## src/rtl/uart_tx_arbiter.sv

```systemverilog
// Two-requester packet arbiter in front of a uart_core TX FIFO.
// Bytes are loaded into the FIFO, a send is kicked off, and the arbiter waits for tx_done.
module uart_tx_arbiter #(
    parameter int FIFO_DEPTH = 16,
    parameter int TIMEOUT    = 1000000
) (
    input  logic       clk,
    input  logic       reset_n,
    input  logic       req0_valid,
    input  logic [7:0] req0_data,
    input  logic       req0_last,
    output logic       req0_ready,
    input  logic       req1_valid,
    input  logic [7:0] req1_data,
    input  logic       req1_last,
    output logic       req1_ready,
    output logic [7:0] tx_data_in,
    output logic       tx_data_in_en,
    output logic       tx_send,
    input  logic       tx_done,
    input  logic       tx_fifo_overflow,
    output logic       grant,
    output logic       busy,
    output logic       err_overflow,
    output logic       err_timeout
);

    localparam int FW = $clog2(FIFO_DEPTH) + 1;
    localparam int WW = $clog2(TIMEOUT) + 1;
    localparam logic [FW-1:0] FILL_MAX = FW'(FIFO_DEPTH);
    localparam logic [WW-1:0] WAIT_MAX = WW'(TIMEOUT - 1);

    localparam logic [1:0] IDLE      = 2'd0;
    localparam logic [1:0] LOAD      = 2'd1;
    localparam logic [1:0] SEND      = 2'd2;
    localparam logic [1:0] WAIT_DONE = 2'd3;

    logic [1:0]    state_reg, state_next;
    logic          grant_reg, grant_next;
    logic          last_grant_reg, last_grant_next;
    logic [FW-1:0] fill_reg, fill_next;
    logic [WW-1:0] wait_reg, wait_next;
    logic          pkt_end_reg, pkt_end_next;
    logic          done_prev_reg;
    logic [7:0]    data_reg, data_next;
    logic          data_en_reg, data_en_next;
    logic          err_ovf_reg, err_ovf_next;
    logic          err_to_reg, err_to_next;

    logic [1:0] req_valid;
    logic [1:0] req_ready;
    logic       sel_valid;
    logic [7:0] sel_data;
    logic       sel_last;
    logic       accept;
    logic       done_rise;

    assign req_valid = {req1_valid, req0_valid};

    // Only the granted requester ever sees ready, and only while the FIFO has room.
    generate
        for (genvar gi = 0; gi < 2; gi++) begin : g_ready
            assign req_ready[gi] = (state_reg == LOAD) && (grant_reg == 1'(gi))
                                   && (fill_reg < FILL_MAX);
        end
    endgenerate

    assign sel_valid = grant_reg ? req1_valid : req0_valid;
    assign sel_data  = grant_reg ? req1_data  : req0_data;
    assign sel_last  = grant_reg ? req1_last  : req0_last;
    assign accept    = sel_valid && req_ready[grant_reg];
    assign done_rise = tx_done && !done_prev_reg;

    always_comb begin
        state_next      = state_reg;
        grant_next      = grant_reg;
        last_grant_next = last_grant_reg;
        fill_next       = fill_reg;
        wait_next       = wait_reg;
        pkt_end_next    = pkt_end_reg;
        data_next       = data_reg;
        data_en_next    = 1'b0;
        err_ovf_next    = err_ovf_reg | tx_fifo_overflow;
        err_to_next     = err_to_reg;

        case (state_reg)
            IDLE: begin
                if (req_valid != 2'b00) begin
                    grant_next = (req_valid == 2'b11) ? ~last_grant_reg : req_valid[1];
                    fill_next  = '0;
                    state_next = LOAD;
                end
            end
            LOAD: begin
                if (accept) begin
                    data_next    = sel_data;
                    data_en_next = 1'b1;
                    fill_next    = fill_reg + FW'(1);
                    if (sel_last) begin
                        pkt_end_next = 1'b1;
                        state_next   = SEND;
                    end else if (fill_reg + FW'(1) == FILL_MAX) begin
                        pkt_end_next = 1'b0;
                        state_next   = SEND;
                    end
                end
            end
            SEND: begin
                wait_next  = '0;
                state_next = WAIT_DONE;
            end
            WAIT_DONE: begin
                // A done edge wins over an expiring timeout in the same cycle.
                if (done_rise) begin
                    fill_next = '0;
                    if (pkt_end_reg) begin
                        last_grant_next = grant_reg;
                        state_next      = IDLE;
                    end else begin
                        state_next = LOAD;
                    end
                end else if (wait_reg == WAIT_MAX) begin
                    err_to_next     = 1'b1;
                    last_grant_next = grant_reg;
                    state_next      = IDLE;
                end else begin
                    wait_next = wait_reg + WW'(1);
                end
            end
            default: state_next = IDLE;
        endcase
    end

    always_ff @(posedge clk or negedge reset_n) begin
        if (!reset_n) begin
            state_reg      <= IDLE;
            grant_reg      <= 1'b0;
            last_grant_reg <= 1'b1;
            fill_reg       <= '0;
            wait_reg       <= '0;
            pkt_end_reg    <= 1'b0;
            done_prev_reg  <= 1'b0;
            data_reg       <= 8'h00;
            data_en_reg    <= 1'b0;
            err_ovf_reg    <= 1'b0;
            err_to_reg     <= 1'b0;
        end else begin
            state_reg      <= state_next;
            grant_reg      <= grant_next;
            last_grant_reg <= last_grant_next;
            fill_reg       <= fill_next;
            wait_reg       <= wait_next;
            pkt_end_reg    <= pkt_end_next;
            done_prev_reg  <= tx_done;
            data_reg       <= data_next;
            data_en_reg    <= data_en_next;
            err_ovf_reg    <= err_ovf_next;
            err_to_reg     <= err_to_next;
        end
    end

    assign req0_ready    = req_ready[0];
    assign req1_ready    = req_ready[1];
    assign tx_data_in    = data_reg;
    assign tx_data_in_en = data_en_reg;
    assign tx_send       = (state_reg == SEND);
    assign grant         = grant_reg;
    assign busy          = (state_reg != IDLE);
    assign err_overflow  = err_ovf_reg;
    assign err_timeout   = err_to_reg;

endmodule

```

## config.mk

```make
export PLATFORM = sky130hd
export DESIGN_NAME = uart_tx_arbiter
export DESIGN_NICKNAME = d
export VERILOG_FILES = /design/src/rtl/uart_tx_arbiter.sv
export SDC_FILE = /design/constraint.sdc
export NUM_CORES = 1
export LEC_CHECK = 0
export ABC_AREA = 0
export CORE_UTILIZATION = 45
export CTS_BUF_LIST = sky130_fd_sc_hd__clkbuf_4
export DETAILED_ROUTE_END_ITERATION = 10
export PLACE_DENSITY = 0.69
export SLEW_MARGIN = 20
export SYNTH_ARGS = -nofsm -noshare
export SYNTH_HDL_FRONTEND = slang
export SYNTH_SLANG_ARGS = --single-unit
```

## constraint.sdc

```tcl
create_clock -name clk -period 2.4 [get_ports clk]
set_clock_uncertainty 0.05 [all_clocks]
set_input_delay 0.48 -clock clk [delete_from_list [all_inputs] [get_ports clk]]
set_output_delay 0.48 -clock clk [all_outputs]
set_load 0.05 [all_outputs]
```

==> results.txt <==
fraction of registers with async set/reset - 100%
crit path cell chain - inv_1, ha_2, nor3b_2, buf_12
mapped cell area - 0.00241 mm2
Final Cell Area - 0.00298 mm2
Die Ht - 75.1 um
placed inst area - 0.00292 mm2
Tot GR Track Use - 21.7%
final hold slack - 3.92 ps
Pre-Repair DR Iteration Count - 4
clk root buf - clkbuf_4
cell with the most instances after synthesis - dfrtp_1
reg2reg path depth - 6
IO Port Bufs - 39
CP delay by family, top - flip-flops
Main synth FF type - dfrtp_1
post-layout util - 57.9%
leakage power - 1.25 nW
switch share - 45.5%
Hold Vio Cnt, Final - 0
clk sinks - 43
Power Density - 1030 mW/mm2
Crit. Startpoint - state_reg[1]
crit path launch type - flip-flop
critical path endpoint category - output pin
max FFs per register - 21
Starting Density - 46.8%
CTS H-tree depth - 2
row count - 26
cell depth of the worst setup path - 4
post-route DRC violation count - 0
clock latency on the worst-skew pair - 380 ps
synth cell count leaders - dfrtp_1 (42), nor2_1 (24), nand2_1 (20)
CP Buf/Inv Count - 2
Place WS - 95.4 ps
worst slew pin tran - 539 ps
Syn. warnings - 0
ant diodes - 0
ranking of synthesized cells by area - dfrtp_1 (44%), mux2i_1 (5.0%), nor2_1 (3.7%)
CTS Buf Count - 5
Min-Delay Path Class - in -> async
syn_nets - 272
Max-Cap Viols - 0
via count - 1924
post-route minimum period - 2220 ps
highest clock rate - 451 MHz
Slowest cell on crit path - dfrtp_1
P_sw - 1.39 mW
CP Data Arrival Time - 1690 ps
setup ws final - 182 ps
number of global-route vias before repair - 1836
logic gate share of total power - 54.7%
Post-Synthesis Cells - 242
synthesized flop and latch total - 43
Max stage delay on crit path - 440 ps
placed wire-length estimate - 3.94 mm
# hold bufs at CTS - 0
CTS resizes - 0
Antenna Nets Post-Route - 0
EDFF count, synth - 0
run status - finished clean
final setup fails - 0
GRT overflow - 0
post-route clock period utilization - 92.4%
CP required - 1870 ps
critical-path maximum fanout - 10
reg2reg start - wait_reg[0]
sequential power share - 33.2%
first-pass GRT wire length - 8.93 mm
Yosys top cell by area - dfrtp_1
P&R area growth vs syn - 23.8%
sum of negative setup slack - 0 ps
Slew headroom - 64.1%
Max Slew Vio Count - 0
unrepaired setup endpoints after global routing - false
post-route total power - 3.06 mW
layout cell share with drive strength beyond 1 - 15.9%
Post-CTS Setup Bufs - 0
clk slew on worst S/H paths - 140 ps
die footprint - 0.00564 mm2
Routed WL per cell - 14.6 um
gp weighted congestion - 0.821
Post-Place Cells - 351
DRT iter0 DRCs - 135
Internal Dissipation - 1.66 mW
Max Root-Sink Buffers - 2
Clock power frac - 12.1%
fin nets - 318
final WL - 5.25 mm
syn avg cell area - 9.94 um2
DIE WIDTH - 75.1 um
Unique masters post-synth - 58
Seq/Total Area, Yosys - 44.8%
initial antenna violation count - 0
maximum VDD drop - 672 uV
Synth top area share - 43.7%
via/cell ratio - 5.36
IO Pins - 40
largest net degree at the start of global routing - 23
Non-Filler Instances - 359
core area - 0.00514 mm2
TritonCTS clock tree - yes
Setup CP Type - reg -> out
-- layer usage --
layer,vias to the layer above,global-route usage [%],wire length [um]
met5,-,0,0
met4,0,9.22,102
met3,8,3.61,119
li1,970,-,-
met1,922,29.4,2510
met2,24,34.3,2520
-- logic make-up (layout without fill, tap and decap cells) --
kind of cell    after synthesis  in the layout  share of synthesized area (%)
xor+xnor                      7              7                           2.55
mux                          15             15                           6.55
flops                        43             43                           44.8
buf+inv                      21             68                           4.16
fa+ha+maj                     6              6                           3.12
compound gates               50             50                           13.9
simple gates                100            100                           24.9
-- power groups by stage --
stage               Clock (mW)  Sequential [mW]  Combinational (mW)
floorplan                    0             1.28               0.897
finish                   0.371             1.01                1.67
CTS                      0.382             1.01                1.68
detailed placement           0             1.03                1.67
global route             0.414             1.04                1.81
global placement             0             1.02                1.65
-- worst register-to-register path: stages, from the launching register on --
cell and delay (ps):
dfrtp_1 400, ha_1 260, and4_4 280, nand2_1 180, o21ai_4 330, and3_4 260, mux2_4 300
-- cells in the final DEF (no fill, tap or decap), types with 5 or more instances in the layout --
cell             instances
dfrtp_1                 42
clkdlybuf4s50_1         33
nor2_1                  24
nand2_1                 20
inv_1                   13
o21ai_0                 12
mux2i_1                 12
a21oi_1                 12
nand3_1                 11
buf_4                   10
nor3_1                   8
xnor2_1                  7
clkbuf_4                 6
nand2b_1                 5
ha_1                     5
-- worst paths after layout --
kind,to,slack [ps]
worst max-delay path,req0_ready,180
worst min-delay path,grant,4
worst max register to register,state_reg[1],240
worst min register to register,err_overflow,440
max in group asynchronous,last_grant_reg,1720
min in group clk,err_overflow,440
-- layout make-up --
class	count	area, um2
Inverter	13	48.8
Clock inverter	2	12.5
Fill cell	468	2160
Tap cell	70	87.6
Clock buffer	6	45.0
Timing Repair Buffer	47	470
Multi-Input combinational cell	178	1240
Sequential cell	43	1080
Note: power is estimated with default switching activity, not from simulation.
